$ cat src/rtl/imem_loader_pkg.sv
// Shared types and constants for the instruction-memory boot loader.
package imem_loader_pkg;

    typedef enum logic [3:0] {
        S_IDLE,
        S_CLEAR,
        S_LEN_HI,
        S_LEN_LO,
        S_DATA,
        S_WRITE,
        S_CSUM,
        S_DONE,
        S_ERR
    } loader_state_t;

    localparam int unsigned LEN_BYTES  = 2;
    localparam int unsigned WORD_BYTES = 4;
    localparam logic [31:0] NOP_WORD   = 32'h0000_0000;

    // Word index to word-aligned byte address.
    function automatic logic [31:0] word_addr(input logic [31:0] idx);
        return {idx[29:0], 2'b00};
    endfunction

endpackage

$ cat src/rtl/imem_loader_word_packer.sv
// Packs a byte stream MSB-first into 32-bit words.
// `full` flags the shift that completes a word; `word` is the completed
// word presented combinationally on that same cycle.
module word_packer
    import imem_loader_pkg::*;
(
    input  logic        clk,
    input  logic        rst_n,
    input  logic        clr,
    input  logic        shift_en,
    input  logic [7:0]  byte_in,
    output logic [31:0] word,
    output logic        full
);

    localparam int unsigned CNT_W  = $clog2(WORD_BYTES);
    localparam int unsigned PART_W = (WORD_BYTES - 1) * 8;

    logic [CNT_W-1:0]  cnt;
    logic [PART_W-1:0] partial;

    // Shift register of the bytes received so far plus a wrapping byte counter.
    always_ff @(posedge clk or negedge rst_n) begin
        if (!rst_n) begin
            cnt     <= '0;
            partial <= '0;
        end else if (clr) begin
            cnt     <= '0;
            partial <= '0;
        end else if (shift_en) begin
            cnt     <= cnt + 1'b1;
            partial <= {partial[PART_W-9:0], byte_in};
        end
    end

    assign word = {partial, byte_in};
    assign full = shift_en && (cnt == CNT_W'(WORD_BYTES - 1));

endmodule

$ cat src/rtl/imem_loader.sv
// Boot-time instruction memory loader: clears the memory, then writes
// length-prefixed, checksummed word data from a byte stream while holding
// the CPU in reset.
module imem_loader
    import imem_loader_pkg::*;
#(
    parameter int unsigned ADDR_W = 10
) (
    input  logic        clk,
    input  logic        rst_n,
    input  logic        start,
    input  logic        byte_valid,
    input  logic [7:0]  byte_data,
    output logic        byte_ready,
    output logic        imem_we,
    output logic [31:0] imem_addr,
    output logic [31:0] imem_wdata,
    output logic        cpu_hold,
    output logic        busy,
    output logic        done,
    output logic        err
);

    localparam int unsigned IDX_W     = ADDR_W + 1;
    localparam int unsigned MAX_WORDS = 2 ** ADDR_W;
    localparam int unsigned LEN_W     = LEN_BYTES * 8;

    loader_state_t    state;
    logic [IDX_W-1:0] idx;
    logic [IDX_W-1:0] len_q;
    logic [7:0]       len_hi;
    logic [7:0]       csum;

    logic             accept;
    logic             idle_like;
    logic             begin_load;
    logic             shift_en;
    logic [31:0]      pk_word;
    logic             pk_full;
    logic [LEN_W-1:0] len_full;
    logic [IDX_W-1:0] idx_next;

    assign accept     = byte_valid && byte_ready;
    assign idle_like  = (state == S_IDLE) || (state == S_DONE) || (state == S_ERR);
    assign begin_load = start && idle_like;
    assign shift_en   = accept && (state == S_DATA);
    assign len_full   = {len_hi, byte_data};
    assign idx_next   = idx + 1'b1;

    word_packer u_packer (
        .clk      (clk),
        .rst_n    (rst_n),
        .clr      (begin_load),
        .shift_en (shift_en),
        .byte_in  (byte_data),
        .word     (pk_word),
        .full     (pk_full)
    );

    // Load sequencer; every output is registered alongside the state.
    always_ff @(posedge clk or negedge rst_n) begin
        if (!rst_n) begin
            state      <= S_IDLE;
            idx        <= '0;
            len_q      <= '0;
            len_hi     <= '0;
            csum       <= '0;
            byte_ready <= 1'b0;
            imem_we    <= 1'b0;
            imem_addr  <= '0;
            imem_wdata <= '0;
            cpu_hold   <= 1'b0;
            busy       <= 1'b0;
            done       <= 1'b0;
            err        <= 1'b0;
        end else begin
            case (state)
                S_IDLE, S_DONE, S_ERR: begin
                    if (start) begin
                        state      <= S_CLEAR;
                        idx        <= '0;
                        csum       <= '0;
                        done       <= 1'b0;
                        err        <= 1'b0;
                        busy       <= 1'b1;
                        cpu_hold   <= 1'b1;
                        imem_we    <= 1'b1;
                        imem_addr  <= '0;
                        imem_wdata <= NOP_WORD;
                    end
                end
                S_CLEAR: begin
                    if (idx == IDX_W'(MAX_WORDS - 1)) begin
                        state      <= S_LEN_HI;
                        idx        <= '0;
                        imem_we    <= 1'b0;
                        byte_ready <= 1'b1;
                    end else begin
                        idx       <= idx_next;
                        imem_addr <= word_addr(32'(idx_next));
                    end
                end
                S_LEN_HI: begin
                    if (accept) begin
                        len_hi <= byte_data;
                        state  <= S_LEN_LO;
                    end
                end
                S_LEN_LO: begin
                    if (accept) begin
                        len_q <= IDX_W'(len_full);
                        if (len_full > LEN_W'(MAX_WORDS)) begin
                            state      <= S_ERR;
                            err        <= 1'b1;
                            busy       <= 1'b0;
                            byte_ready <= 1'b0;
                        end else if (len_full == '0) begin
                            state <= S_CSUM;
                        end else begin
                            state <= S_DATA;
                        end
                    end
                end
                S_DATA: begin
                    if (accept) begin
                        csum <= csum ^ byte_data;
                        if (pk_full) begin
                            state      <= S_WRITE;
                            byte_ready <= 1'b0;
                            imem_we    <= 1'b1;
                            imem_addr  <= word_addr(32'(idx));
                            imem_wdata <= pk_word;
                        end
                    end
                end
                S_WRITE: begin
                    imem_we    <= 1'b0;
                    idx        <= idx_next;
                    byte_ready <= 1'b1;
                    state      <= (idx_next == len_q) ? S_CSUM : S_DATA;
                end
                S_CSUM: begin
                    if (accept) begin
                        byte_ready <= 1'b0;
                        busy       <= 1'b0;
                        if (byte_data == csum) begin
                            state    <= S_DONE;
                            done     <= 1'b1;
                            cpu_hold <= 1'b0;
                        end else begin
                            state <= S_ERR;
                            err   <= 1'b1;
                        end
                    end
                end
                default: begin
                    state      <= S_IDLE;
                    byte_ready <= 1'b0;
                    imem_we    <= 1'b0;
                    cpu_hold   <= 1'b0;
                    busy       <= 1'b0;
                end
            endcase
        end
    end

endmodule

$ cat config.mk
export PLATFORM = sky130hd
export DESIGN_NAME = imem_loader
export DESIGN_NICKNAME = d
export VERILOG_FILES = /design/src/rtl/imem_loader_pkg.sv /design/src/rtl/imem_loader_word_packer.sv /design/src/rtl/imem_loader.sv
export SDC_FILE = /design/constraint.sdc
export NUM_CORES = 1
export LEC_CHECK = 0
export CORE_MARGIN = 1.5
export CORE_UTILIZATION = 30
export CTS_CLUSTER_SIZE = 40
export DETAILED_ROUTE_END_ITERATION = 7
export REMOVE_ABC_BUFFERS = 1
export SKIP_CTS_REPAIR_TIMING = 1
export SLEW_MARGIN = 0
export SYNTH_ARGS = -nofsm -noshare
export SYNTH_HDL_FRONTEND = slang
export SYNTH_SLANG_ARGS = --single-unit
$ cat constraint.sdc
create_clock -name clk -period 4 [get_ports clk]
set_input_delay 0.8 -clock clk [delete_from_list [all_inputs] [get_ports clk]]
set_output_delay 0.8 -clock clk [all_outputs]
set_load 0.005 [all_outputs]
==> metrics.md <==
| Metric | Value |
|---|---|
| Most used DFF post-synth | dfrtp_1 |
| Global-route wire length before repair | roughly 24000 um |
| Status | completed |
| Rows | 50 |
| Final period util | 0.708 |
| Cell count after synthesis | 652 |
| Residual DRC | 0 |
| Synthesized cell area | 5860 um^2 |
| Critical path type | reg2reg |
| Pin count of the biggest net entering global routing | 98 |
| Final GP Congestion | about 0.83 |
| CTS tree | built |
| Fraction of layout cells with a size suffix above 1 | 0.102 |
| Top Ports | between 80 and 90 |
| FF-to-FF End | u_packer.partial[7] |
| Synth async-reset ratio | 1.00 |
| Worst slew margin | 0.434 |
| Vias/cell | 4.83 |
| Clock share of power | 0.317 |
| Final worst slack | approximately 1200 ps |
| Clock sink count | ~120 |
| CP max FO | 23 |
| Worst Setup EP | u_packer.partial[7] |
| Leak | between 3 and 4 nW |
| First-pass DRT Iterations | 4 |
| Area occupied by multi-input gates | between 2000 and 3000 um^2 |
| Setup crit start kind | register |
| Die H | approximately 140 um |
| Worst r2r path cells | 6 |
| Period minus WS final | 2830 ps |
| Logic pwr share | 0.327 |
| GRT overflow | 0 |
| Final setup violation count | 0 |
| Synthesized area per cell | 8.98 um^2 |
| Max Slew Vio Count | 0 |
| Die area | just over 20000 um^2 |
| Part of the Yosys area used for sequential elements | 0.500 |
| Placed insts | approximately 940 |
| Hpwl dp | 9360 um |
| Post-route ant nets | 0 |
| Via count | between 4000 and 5000 |
| Worst Hold Class | in2async |
| FMAX | approximately 0.35 GHz |
| Worst-Margin Slew | between 800 and 900 ps |
| Drt wl/cell | 14.7 um |
| Post-route insts no fill | 967 |
| Chip width | 143 um |
| Final total negative setup slack | 0 ps |
| Synth area leaders | dfrtp_1, nand2_1, a21oi_1 |
| Initial Util | 0.309 |
| Reg clk slew, reported paths | 60 ps |
| Root Buffer | clkbuf_16 |
| Clk_lat worst skew | 410 ps |
| Final layout net count | 709 |
| Sequential cell area | about 2900 um^2 |
| PortBufs | 60 |
| Most numerous cell in the Yosys netlist | nand2_1 |
| Fill cells | 1938 |
| Synth area leader | dfrtp_1 |
| Cell Area, Placed | around 6600 um^2 |
| Routed WL | 14200 um |
| Worst slack at placement | between 900 and 1000 ps |
| Yosys reg bits | 117 |
| Synth top area share | 0.500 |
| Yosys cell types | slightly below 60 |
| CTS max path bufs | 2 |
| Vias in the first global route | 4529 |
| Power density cells | 667 nW/um^2 |
| Worst path required time | 4280 ps |
| Setup crit start | state[2] |
| Peak supply drop | 327 uV |
| RR Startpoint | state[2] |
| Switch share | 0.355 |
| Total GRT Usage | 0.148 |
| Crit end category | register |
| Switch Pwr | between 1.5 and 2 mW |
| Int Power | between 3 and 4 mW |
| Synth top cells by count | nand2_1, dfrtp_1, a21oi_1 |
| RSZ-0062 raised after global routing | false |
| Max-cap violations | 0 |
| Initial antenna violation count | 0 |
| Seq pwr share | 0.356 |
| Area delta synth->final | 22.6% |
| Yosys warns | 0 |
| R2R setup slack | 1170 ps |
| Final setup skew | 4.45 ps |
| Post-synth EDFFs | 0 |
| Core area | 19000 um^2 |
| Hold Violations, Final | 0 |
| H-tree depth | 4 |
| Num CTS Buffers | 17 |
| Post-layout util | 0.379 |
| Arr. time, crit path | around 3100 ps |
| Finished Cell Area | around 7200 um^2 |
| First DRT Iteration DRCs | 420 |
| Antenna cells | 0 |
stage by stage:
step	hold slack [ps]	power [mW]
final	269	4.79
after global routing	283	5.11
after CTS	271	4.83
after detailed placement	456	3.29
after global placement	451	3.27
after floorplan	439	2.69
cell families (layout without fill, tap and decap cells):
logic type,count (synthesis),in the layout,synth area share
AO/OA/AOI/OAI,143,143,0.143
XOR/XNOR,27,27,0.0404
adder cells (fa/ha/maj),2,2,0.00427
buffers and inverters,76,111,0.0677
flip-flops,117,117,0.500
multiplexers,18,18,0.0342
other,1,21,0.000640
AND/OR/NAND/NOR,268,268,0.210
power by group through the flow:
| stage | combinational, mW | sequential (mW) | clock (mW) |
|---|---|---|---|
| 2_1_floorplan | 1.04 | 1.66 | 0 |
| 3_3_place_gp | 1.55 | 1.72 | 0 |
| 3_5_place_dp | 1.57 | 1.72 | 0 |
| 4_1_cts | 1.58 | 1.70 | 1.55 |
| 5_1_grt | 1.76 | 1.74 | 1.60 |
| 6_report | 1.57 | 1.70 | 1.52 |
cells in the final DEF, fill, tap and decap left out, drive strengths merged, types with 3 or more instances in the layout:
master / count
nand2: 133
dfrtp: 117
clkdlybuf4s50: 59
a21oi: 57
o21ai: 49
nand3: 44
nor2: 42
conb: 21
xnor2: 20
clkbuf: 20
mux2: 16
buf: 12
nor3: 11
inv: 11
o31ai: 7
nor4: 7
xor2: 7
and3: 6
nand2b: 6
clkinvlp: 5
a21o: 4
a211oi: 4
nor2b: 3
a31oi: 3
o22ai: 3
nand4: 3
area by class of cell:
type,instances,share of cell area
timing repair buffer,71,0.0965
tap,260,0.0453
sequential,117,0.408
clock buffer,20,0.0650
multi-input combinational,479,0.363
clock inverter,11,0.0174
inverter,9,0.00470
flip-flops by register name, indices dropped and copies added (netlist names), 2 cells and up:
signal / count
idx: 11
imem_wdata: 32
len_hi: 8
u_packer.partial: 24
len_q: 11
state: 4
imem_addr: 11
u_packer.cnt: 2
csum: 8
critical path: stages (launching register included):
cell and delay [ps]:
dfrtp_1 760, and2b_1 350, nor3b_4 420, nand2_1 600
buf_4 410, nand2_1 80, a21oi_1 70
per-layer routing:
layer | track usage | vias to the layer above | share of wire
met5 | 0 | - | 0
met4 | 0.0564 | 0 | 0.014
met3 | 0.0298 | 17 | 0.046
met2 | 0.231 | 129 | 0.47
met1 | 0.202 | 2233 | 0.47
li1 | - | 2288 | -
worst min-delay path by stage:
stage | slack, ps | endpoint | depth (start not counted) | startpoint
floorplan | 440 | imem_wdata[24] | 2 | u_packer.partial[16]
global placement | 450 | imem_wdata[30] | 2 | u_packer.partial[22]
detailed placement | 460 | imem_wdata[28] | 2 | u_packer.partial[20]
CTS | 270 | imem_addr[8] | 1 | rst_n
global route | 280 | imem_addr[8] | 1 | rst_n
finish | 270 | imem_addr[8] | 1 | rst_n
No activity file was read; power rests on OpenSTA's default activity.
